--- config.mk ---
export PLATFORM = sky130hd
export DESIGN_NAME = fll_cfg_if_flat
export DESIGN_NICKNAME = d
export VERILOG_FILES = /design/src/rtl/fll_cfg_pkg.sv /design/src/rtl/fll_cfg_if_if.sv /design/src/rtl/fll_cfg_if_clk_en_div.sv /design/src/rtl/fll_cfg_if.sv /design/src/flat_wrapper.sv
export SDC_FILE = /design/constraint.sdc
export NUM_CORES = 1
export LEC_CHECK = 0
export BUFFER_PORTS_ARGS = -buffer_cell sky130_fd_sc_hd__clkbuf_2
export CAP_MARGIN = 10
export CORE_ASPECT_RATIO = 1.2
export CORE_MARGIN = 2
export CORE_UTILIZATION = 30
export CTS_CLUSTER_DIAMETER = 40
export DETAILED_ROUTE_END_ITERATION = 10
export PLACE_DENSITY = 0.46
export SYNTH_ARGS = -nofsm -noshare
export SYNTH_HDL_FRONTEND = slang
export SYNTH_SLANG_ARGS = --single-unit
--- constraint.sdc ---
create_clock -name clk_i -period 2.8 [get_ports clk_i]
set_input_delay 0.14 -clock clk_i [delete_from_list [all_inputs] [get_ports clk_i]]
set_output_delay 0.14 -clock clk_i [all_outputs]
set_load 0.02 [all_outputs]
--- src/rtl/fll_cfg_pkg.sv ---
// Shared constants and types for the FLL configuration register slave.
// Register map, CFG field positions and the request-handshake state encoding.
package fll_cfg_pkg;

  typedef logic [1:0] addr_t;

  localparam addr_t ADDR_STATUS   = 2'd0;
  localparam addr_t ADDR_CFG      = 2'd1;
  localparam addr_t ADDR_LOCK_CFG = 2'd2;
  localparam addr_t ADDR_COUNT    = 2'd3;

  localparam int CFG_EN_BIT = 31;
  localparam int LOCK_CFG_W = 8;

  typedef enum logic [1:0] {
    IDLE = 2'd0,
    ACK  = 2'd1,
    DROP = 2'd2
  } hs_state_e;

endpackage

--- src/rtl/fll_cfg_if_if.sv ---
// FLL request bus between the clock/reset generator (master) and the
// configuration slave: 4-phase req/ack with a registered read-data return.
interface fll_cfg_if_if;
  import fll_cfg_pkg::*;

  logic        fll_req_i;
  logic        fll_wrn_i;
  addr_t       fll_add_i;
  logic [31:0] fll_data_i;
  logic        fll_ack_o;
  logic [31:0] fll_r_data_o;

  modport master (
    output fll_req_i, fll_wrn_i, fll_add_i, fll_data_i,
    input  fll_ack_o, fll_r_data_o
  );

  modport slave (
    input  fll_req_i, fll_wrn_i, fll_add_i, fll_data_i,
    output fll_ack_o, fll_r_data_o
  );

endinterface

--- src/rtl/fll_cfg_if_clk_en_div.sv ---
// Programmable clock-enable divider: cnt runs 0..div and clk_en fires on the
// terminal count. A CFG write restarts the phase so the first pulse is predictable.
module clk_en_div #(
  parameter int DIV_W = 8
) (
  input  logic             clk_i,
  input  logic             rstn_i,
  input  logic             en,
  input  logic [DIV_W-1:0] div,
  input  logic             clr,
  output logic             cnt_hit,
  output logic             clk_en
);

  logic [DIV_W-1:0] cnt;

  assign cnt_hit = (cnt == div);
  assign clk_en  = en & cnt_hit;

  always_ff @(posedge clk_i or negedge rstn_i) begin
    if (!rstn_i) begin
      cnt <= '0;
    end else if (clr || !en || cnt_hit) begin
      cnt <= '0;
    end else begin
      cnt <= cnt + DIV_W'(1);
    end
  end

endmodule

--- src/rtl/fll_cfg_if.sv ---
// FLL configuration register slave: four registers behind a 4-phase req/ack
// handshake, a clock-enable divider, and a lock flag that settles after CFG writes.
module fll_cfg_if
  import fll_cfg_pkg::*;
#(
  parameter int LOCK_CYCLES = 16,
  parameter int DIV_W       = 8
) (
  input  logic         clk_i,
  input  logic         rstn_i,
  fll_cfg_if_if.slave  bus,
  output logic         fll_lock_o,
  output logic         clk_en_o
);

  hs_state_e              state;
  logic                   cfg_en;
  logic [DIV_W-1:0]       cfg_div;
  logic [LOCK_CFG_W-1:0]  lock_cfg;
  logic [LOCK_CFG_W-1:0]  settle;
  logic [31:0]            en_count;

  logic                   access;
  logic                   wr_cfg;
  logic                   wr_lock_cfg;
  logic [31:0]            rd_data;
  logic                   unused_data;
  logic                   unused_cnt_hit;

  // Only the IDLE state accepts a request, so a req still high in DROP is ignored.
  assign access      = (state == IDLE) && bus.fll_req_i;
  assign wr_cfg      = access && !bus.fll_wrn_i && (bus.fll_add_i == ADDR_CFG);
  assign wr_lock_cfg = access && !bus.fll_wrn_i && (bus.fll_add_i == ADDR_LOCK_CFG);
  assign unused_data = ^bus.fll_data_i;

  always_comb begin
    // NOTE: default every output first so no path through the case infers a latch.
    rd_data = '0;
    if (bus.fll_wrn_i) begin
      case (bus.fll_add_i)
        ADDR_STATUS: begin
          rd_data[0] = fll_lock_o;
          rd_data[1] = cfg_en;
        end
        ADDR_CFG: begin
          rd_data[DIV_W-1:0]  = cfg_div;
          rd_data[CFG_EN_BIT] = cfg_en;
        end
        ADDR_LOCK_CFG: rd_data[LOCK_CFG_W-1:0] = lock_cfg;
        default:       rd_data = en_count;
      endcase
    end
  end

  // Handshake FSM with registered ack and read data.
  always_ff @(posedge clk_i or negedge rstn_i) begin
    if (!rstn_i) begin
      // NOTE: state uses non-blocking assignments so every flop samples pre-edge values.
      state            <= IDLE;
      bus.fll_ack_o    <= 1'b0;
      bus.fll_r_data_o <= '0;
    end else begin
      case (state)
        IDLE: begin
          if (bus.fll_req_i) begin
            state            <= ACK;
            bus.fll_ack_o    <= 1'b1;
            bus.fll_r_data_o <= rd_data;
          end
        end
        ACK: begin
          if (!bus.fll_req_i) begin
            state            <= DROP;
            bus.fll_ack_o    <= 1'b0;
            bus.fll_r_data_o <= '0;
          end
        end
        DROP:    state <= IDLE;
        default: state <= IDLE;
      endcase
    end
  end

  // Writable registers; STATUS and COUNT writes fall through untouched.
  always_ff @(posedge clk_i or negedge rstn_i) begin
    if (!rstn_i) begin
      cfg_en   <= 1'b1;
      cfg_div  <= '0;
      lock_cfg <= LOCK_CFG_W'(LOCK_CYCLES);
    end else begin
      if (wr_cfg) begin
        cfg_en  <= bus.fll_data_i[CFG_EN_BIT];
        cfg_div <= bus.fll_data_i[DIV_W-1:0];
      end
      if (wr_lock_cfg) begin
        lock_cfg <= bus.fll_data_i[LOCK_CFG_W-1:0];
      end
    end
  end

  // Settle counter: any CFG write restarts settling, even with identical contents.
  always_ff @(posedge clk_i or negedge rstn_i) begin
    if (!rstn_i) begin
      settle     <= LOCK_CFG_W'(LOCK_CYCLES);
      fll_lock_o <= 1'b0;
    end else if (wr_cfg || !cfg_en) begin
      settle     <= lock_cfg;
      fll_lock_o <= 1'b0;
    end else if (settle == '0) begin
      fll_lock_o <= 1'b1;
    end else begin
      settle <= settle - LOCK_CFG_W'(1);
    end
  end

  // A pulse on the same edge as a CFG write still counts; reads see the pre-edge value.
  always_ff @(posedge clk_i or negedge rstn_i) begin
    if (!rstn_i) begin
      en_count <= '0;
    end else begin
      en_count <= en_count + 32'(clk_en_o);
    end
  end

  clk_en_div #(
    .DIV_W (DIV_W)
  ) u_clk_en_div (
    .clk_i   (clk_i),
    .rstn_i  (rstn_i),
    .en      (cfg_en),
    .div     (cfg_div),
    .clr     (wr_cfg),
    .cnt_hit (unused_cnt_hit),
    .clk_en  (clk_en_o)
  );

endmodule

--- src/flat_wrapper.sv ---
// flat-port wrapper written by rule: the top's interface ports become plain ports
module fll_cfg_if_flat import fll_cfg_pkg::*;
#(
  parameter int LOCK_CYCLES = 16,
  parameter int DIV_W       = 8
)
  (clk_i, rstn_i, fll_lock_o, clk_en_o, bus_fll_req_i, bus_fll_wrn_i, bus_fll_add_i, bus_fll_data_i, bus_fll_ack_o, bus_fll_r_data_o);
  fll_cfg_if_if bus_i ();
  input  logic clk_i;
  input  logic rstn_i;
  output logic fll_lock_o;
  output logic clk_en_o;
  input wire logic [$bits(bus_i.fll_req_i)-1:0] bus_fll_req_i;
  input wire logic [$bits(bus_i.fll_wrn_i)-1:0] bus_fll_wrn_i;
  input wire logic [$bits(bus_i.fll_add_i)-1:0] bus_fll_add_i;
  input wire logic [$bits(bus_i.fll_data_i)-1:0] bus_fll_data_i;
  output wire logic [$bits(bus_i.fll_ack_o)-1:0] bus_fll_ack_o;
  output wire logic [$bits(bus_i.fll_r_data_o)-1:0] bus_fll_r_data_o;
  assign bus_i.fll_req_i = bus_fll_req_i;
  assign bus_i.fll_wrn_i = bus_fll_wrn_i;
  assign bus_i.fll_add_i = bus_fll_add_i;
  assign bus_i.fll_data_i = bus_fll_data_i;
  assign bus_fll_ack_o = bus_i.fll_ack_o;
  assign bus_fll_r_data_o = bus_i.fll_r_data_o;
  fll_cfg_if #(.LOCK_CYCLES(LOCK_CYCLES), .DIV_W(DIV_W)) u_core (.clk_i(clk_i), .rstn_i(rstn_i), .bus(bus_i), .fll_lock_o(fll_lock_o), .clk_en_o(clk_en_o));
endmodule
* Word level (Yosys, flattened, before mapping)
Cells that the tools add are included.
Storage, ports and cells: register bits after elaboration 101, bits of input ports 38, output and inout bits 35, logic and storage cells 57
Operators by class: add/subtract/negate cells 3, equality and inequality tests 7, muxes and demuxes 19, bitwise operators 1, reductions and logical operators 17
Operators by type and width (count):
- two-way mux 32 bit | 3
- case mux 32 bit (2 select lines) | 1
- adder 32 x 1 -> 32 bit | 1
- two-way mux 8 bit | 3
- two-way mux 23 bit | 1
- case mux 6 bit (3 select lines) | 1
- adder 8 x 1 -> 8 bit (second input constant) | 1
- equality test 8 bit | 1
- logical NOT 8 bit | 1
- subtractor 8 x 1 -> 8 bit (second input constant) | 1
- case mux 2 bit (3 select lines) | 1
- equality test 2 x 1 -> 1 bit (second input constant) | 2
- logical AND 1 bit | 4
- logical NOT 2 bit | 2
- two-way mux 1 bit | 4
- two-way mux 2 bit | 2
- inequality test 2 bit (second input constant) | 2
- case mux 1 bit (2 select lines) | 2
- case mux 2 bit (2 select lines) | 1
- nonzero test 2 bit | 2
- AND reduction 3 bit | 1
- OR reduction 3 bit | 1
- equality test 2 bit (second input constant) | 1
- logical NOT 1 bit | 2
- other kinds (5) | 6

* Depth between registers and ports, before layout
depth in word-level cells 7, mapped depth 9

* Cells and area by module
A second synthesis with hierarchy kept.
Unflattened totals: cells, all modules 374, area, all modules 4589.4 um2
By module, submodules not included:
- fll_cfg_if | times used 1, cells an instance 326, area an instance 4076.4 um2, seq. area each 2331.0 um2
- clk_en_div | times used 1, cells an instance 48, area an instance 513.0 um2, seq. area each 200.2 um2

* Worst setup path after synthesis
No wires, ideal clock.
path type reg2reg, from register u_core.u_clk_en_div.cnt[2], to register u_core.en_count[28], arrival time 2.824 ns, required time 2.677 ns, setup slack -0.147 ns, cell stages (with the launch flop) 10, period minus slack after synthesis 2.947 ns, cells stage by stage dfrtp_1 -> xnor2_1 -> nand2_1 -> nor4_1 -> ha_1 -> ha_1 -> and4_1 -> nor4b_4 -> nand4_1 -> xnor2_1
Between the ends: longest elaborated chain between the ends 3
RTL lines:
- start: declaration | RTL line fll_cfg_if_clk_en_div.sv:15 | logic [DIV_W-1:0] cnt;
- start signal: assignment | RTL line fll_cfg_if_clk_en_div.sv:26 | cnt <= cnt + DIV_W'(1);
- equality test 8 bit | RTL line fll_cfg_if_clk_en_div.sv:17 | assign cnt_hit = (cnt == div);
- bitwise AND 1 bit | RTL line fll_cfg_if_clk_en_div.sv:18 | assign clk_en = en & cnt_hit;
- via clk_en_o | RTL line flat_wrapper.sv:12 | output logic clk_en_o;
- adder 32 x 1 -> 32 bit | RTL line fll_cfg_if.sv:121 | en_count <= en_count + 32'(clk_en_o);
- end signal: assignment | RTL line fll_cfg_if.sv:121
- end: declaration | RTL line fll_cfg_if.sv:21 | logic [31:0] en_count;
The timed path passes the listed nets, and every way through them passes these cells. A chain may end at the register's enable or synchronous reset.

* Worst setup path after layout
from register u_core.u_clk_en_div.cnt[2], to register u_core.en_count[30]
Between the ends: longest elaborated chain between the ends 3
RTL lines (RTL line):
- equality test 8 bit | fll_cfg_if_clk_en_div.sv:17
- bitwise AND 1 bit | fll_cfg_if_clk_en_div.sv:18
- adder 32 x 1 -> 32 bit | fll_cfg_if.sv:121
Every way passes these cells.

==> run_summary.xml <==
<?xml version="1.0" encoding="UTF-8"?>
<metrics>
  <group name="run_status">
    <metric name="run_status" unit="">completed</metric>
  </group>
  <group name="die">
    <metric name="ioPinCount" unit="">73</metric>
    <metric name="floorplan.initialDensity" unit="%">30.8</metric>
    <metric name="die_height" unit="um">138</metric>
    <metric name="floorplan.rows" unit="">48</metric>
    <metric name="coreArea" unit="mm2">0.0145</metric>
    <metric name="fp.dieArea" unit="mm2">0.0158</metric>
    <metric name="die_width" unit="um">115</metric>
  </group>
  <group name="clock_tree">
    <metric name="clk_pin_slew_worst_paths" unit="ns">0.07</metric>
    <metric name="clk-insertion-delay-late" unit="ns">0.35</metric>
    <metric name="cts_buffer_depth" unit="">2</metric>
    <metric name="tritoncts.num_buffers" unit="">9</metric>
    <metric name="cts_htree_levels" unit="">3</metric>
    <metric name="clockRootBuffer" unit="">clkbuf_16</metric>
    <metric name="cts_num_sinks" unit="">101</metric>
    <metric name="cts_tree" unit="">built</metric>
    <metric name="cts-resized-gates" unit="">0</metric>
  </group>
  <group name="sta">
    <metric name="whs" unit="ns">0.00329</metric>
    <metric name="timing.final.crit_period" unit="ns">2.58</metric>
    <metric name="setup_viol_count_final" unit="">0</metric>
    <metric name="slew_headroom" unit="%">35.9</metric>
    <metric name="totalNegativeSetupSlack" unit="ns">0</metric>
    <metric name="slew_violations" unit="">0</metric>
    <metric name="hold_violations" unit="">0</metric>
    <metric name="layout_worst_path_cycle_share" unit="%">92.0</metric>
    <metric name="timing.fmax" unit="MHz">388</metric>
    <metric name="tightest_slew" unit="ns">0.953</metric>
    <metric name="timing.clock.skew" unit="ns">0.00698</metric>
    <metric name="rsz_0062_raised_after_global_routing" unit="">no</metric>
  </group>
  <group name="route">
    <metric name="drc" unit="">0</metric>
    <metric name="route.antenna.remaining_nets" unit="">0</metric>
    <metric name="avgViaCountPerCell" unit="">4.75</metric>
    <metric name="detailroute.wirelength.met2" unit="um">4370</metric>
    <metric name="routed-wl-met3" unit="um">365</metric>
    <metric name="detailedRoute.firstPassIterationCount" unit="">4</metric>
    <metric name="num_vias" unit="">2986</metric>
    <metric name="wl_met1" unit="um">4800</metric>
    <metric name="postRouteWirelength" unit="um">9720</metric>
    <metric name="detail_route.iter0.violations" unit="">162</metric>
    <metric name="maxUsedRoutingLayer" unit="">met4</metric>
    <metric name="routed_wire_length_per_instance" unit="um">15.4</metric>
  </group>
  <group name="setup_path">
    <metric name="launching_point_of_the_worst_reg2reg_path" unit="">u_core.u_clk_en_div.cnt[2]</metric>
    <metric name="r2r_slack" unit="ns">0.22</metric>
    <metric name="critical_path_peak_fanout" unit="">8</metric>
    <metric name="end_kind" unit="">flop</metric>
    <metric name="reg2reg_to" unit="">u_core.en_count[30]</metric>
    <metric name="crit_type" unit="">flop to flop</metric>
    <metric name="reg2regPathDepth" unit="">10</metric>
    <metric name="start_kind" unit="">flop</metric>
    <metric name="critical_path_required" unit="ns">3.03</metric>
    <metric name="cp.arrival" unit="ns">2.81</metric>
  </group>
  <group name="synth">
    <metric name="synth_area_per_cell" unit="um2">12.2</metric>
    <metric name="synthCells" unit="">366</metric>
    <metric name="yosys_most_used_dff" unit="">dfrtp_1</metric>
    <metric name="synth_warnings" unit="">0</metric>
    <metric name="synthesis.nets" unit="">409</metric>
    <metric name="synth_edf_count" unit="">0</metric>
    <metric name="yosys_register_bits" unit="">101</metric>
    <metric name="post_synth_instance_area" unit="mm2">0.00446</metric>
    <metric name="yosys.cell_types.count" unit="">41</metric>
    <metric name="synth.yosys.seq_area_share" unit="%">56.8</metric>
    <metric name="async_flop_share" unit="%">100</metric>
  </group>
  <group name="worst_hold_path">
    <metric name="whs_endpoint" unit="">u_core.cfg_en</metric>
    <metric name="timing.hold.worst.start" unit="">bus_fll_data_i[31]</metric>
    <metric name="hold_path_depth" unit="">3</metric>
    <metric name="type_of_the_worst_min_delay_path" unit="">input pin to flop</metric>
  </group>
  <group name="cells_and_area">
    <metric name="fill_cells" unit="">1436</metric>
    <metric name="finalCoreUtilization" unit="%">36.9</metric>
    <metric name="syn_to_final_growth" unit="%">19.8</metric>
    <metric name="diodes_inserted" unit="">0</metric>
    <metric name="fin_nets" unit="">468</metric>
    <metric name="multiInputGateArea" unit="mm2">0.00185</metric>
    <metric name="fraction_of_layout_instances_using_a_drive_strength_above_1" unit="%">25.9</metric>
    <metric name="regArea" unit="mm2">0.00253</metric>
  </group>
  <group name="grt">
    <metric name="gr_overflow_total" unit="">0</metric>
    <metric name="track_usage" unit="%">13.2</metric>
    <metric name="antenna_violations_before_repair" unit="">0</metric>
    <metric name="grt_pass1_vias" unit="">3039</metric>
    <metric name="global_route_wire_length_before_repair" unit="um">16000</metric>
    <metric name="maximum_number_of_pins_on_one_net_before_global_route_repair" unit="">53</metric>
  </group>
  <group name="place">
    <metric name="port_buffers" unit="">49</metric>
    <metric name="dp_hpwl" unit="um">7010</metric>
    <metric name="place.gp.congestion" unit="">0.772</metric>
  </group>
  <group name="power">
    <metric name="peakVddDrop" unit="mV">0.339</metric>
    <metric name="p_per_area" unit="mW/mm2">744</metric>
    <metric name="power.static_leakage" unit="nW">2.50</metric>
  </group>
  <group name="job">
    <metric name="max_cap_viol_count" unit="">0</metric>
  </group>
</metrics>
[registers in the layout, indices dropped and copies added (netlist names)]
register and count:
u_core.bus.fll_ack_o 1, u_core.bus.fll_r_data_o 32, u_core.cfg_div 8, u_core.cfg_en 1
u_core.en_count 32, u_core.fll_lock_o 1, u_core.lock_cfg 8, u_core.settle 8
u_core.state 2, u_core.u_clk_en_div.cnt 8
[worst max-delay path by stage]
stage	from	end	slack (ns)	depth (start not counted)
after global routing	u_core.u_clk_en_div.cnt[2]	u_core.en_count[30]	0.02	10
after detailed placement	u_core.u_clk_en_div.cnt[2]	u_core.en_count[30]	0.18	10
after global placement	u_core.u_clk_en_div.cnt[2]	u_core.en_count[30]	0.24	10
after CTS	u_core.u_clk_en_div.cnt[2]	u_core.en_count[30]	0.16	10
after floorplan	u_core.u_clk_en_div.cnt[2]	u_core.en_count[28]	0.13	9
final	u_core.u_clk_en_div.cnt[2]	u_core.en_count[30]	0.22	10
[through the flow]
stage | total power [mW] | std cells | cell area, um2 | setup WS, ns
floorplan | 2.34 | 366 | 4460 | 0.127
global placement | 2.59 | 613 | 4990 | 0.238
detailed placement | 2.61 | 613 | 4990 | 0.179
CTS | 4.02 | 629 | 5340 | 0.161
global route | 4.19 | 629 | 5340 | 0.0175
finish | 3.97 | 629 | 5340 | 0.224
[what timing repair did]
action | 4_1_cts | 5_1_grt
buffers inserted | 0 | 0
hold endpoints to repair | 51 | 0
hold buffers | 1 | 0
[cells in the mapped netlist, types with 2 or more instances]
cell	instances	area share [%]
inv_1	8	0.67
a31oi_1	2	0.28
nor2b_1	2	0.28
buf_2	5	0.56
a32o_1	2	0.45
ha_1	5	1.4
a22oi_1	6	1.0
nand4_1	11	1.5
and4_1	3	0.59
a22o_1	25	4.9
nor3_1	4	0.45
dfrtp_1	98	55
and3_1	4	0.56
clkbuf_1	6	0.51
nor2_1	22	1.9
mux4_2	2	1.0
mux2_2	23	5.8
nand2b_1	2	0.28
nand3_1	18	2.0
nor4_1	2	0.28
nand2_1	29	2.4
mux2i_1	4	0.90
a21oi_1	3	0.34
xor2_1	15	2.9
nor3b_1	3	0.51
dfstp_2	3	1.8
xnor2_1	33	6.5
o21ai_0	13	1.5
[per-layer routing]
metal,track usage (%),vias up
li1,-,1433
met1,18.0,1484
met2,20.3,57
met3,2.68,12
met4,5.62,0
met5,0,-
[cell families (layout without fill, tap and decap cells)]
group                    Yosys count  in the layout  synth area share, %
flip-flops                       101            101                 56.8
buffers and inverters             19             82                 1.74
AND/OR/NAND/NOR                  110            110                 13.8
AO/OA/AOI/OAI                     54             54                 9.04
adder cells (fa/ha/maj)            5              5                 1.40
multiplexers                      29             29                 7.72
XOR/XNOR                          48             48                 9.44
[where the power goes]
part	leakage (nW)	internal, mW	switching (mW)	total [mW]
clock network	0.161	0.852	0.546	1.40
logic	0.989	0.337	0.367	0.704
registers	1.35	1.66	0.207	1.87
[layout make-up]
| class | instances | area share [%] |
|---|---|---|
| clock inverter | 3 | 1.27 |
| tap | 200 | 4.69 |
| inverter | 8 | 0.563 |
| clock buffer | 12 | 4.99 |
| sequential | 101 | 47.4 |
| timing repair buffer | 59 | 6.33 |
| multi-input combinational | 246 | 34.7 |
[layout by cell type, fill, tap and decap left out, drive strengths merged, types with 4 or more instances in the layout]
| master | count |
|---|---|
| a22o | 25 |
| a22oi | 6 |
| and3 | 4 |
| buf | 10 |
| clkbuf | 60 |
| dfrtp | 98 |
| ha | 5 |
| inv | 8 |
| mux2 | 23 |
| mux2i | 4 |
| nand2 | 29 |
| nand3 | 19 |
| nand4 | 13 |
| nor2 | 22 |
| nor3 | 5 |
| nor3b | 4 |
| o21ai | 13 |
| xnor2 | 33 |
| xor2 | 15 |
[critical path, cell delays in order, from the launching register on]
cell and delay (ns):
dfrtp_1 0.45, xnor2_1 0.17, nand2_1 0.10, nor4_2 0.31
ha_1 0.25, ha_1 0.22, and4_1 0.27, nor4b_4 0.22
buf_4 0.20, nand4_1 0.12, xnor2_1 0.16
Power figures use the tool's default switching activity.
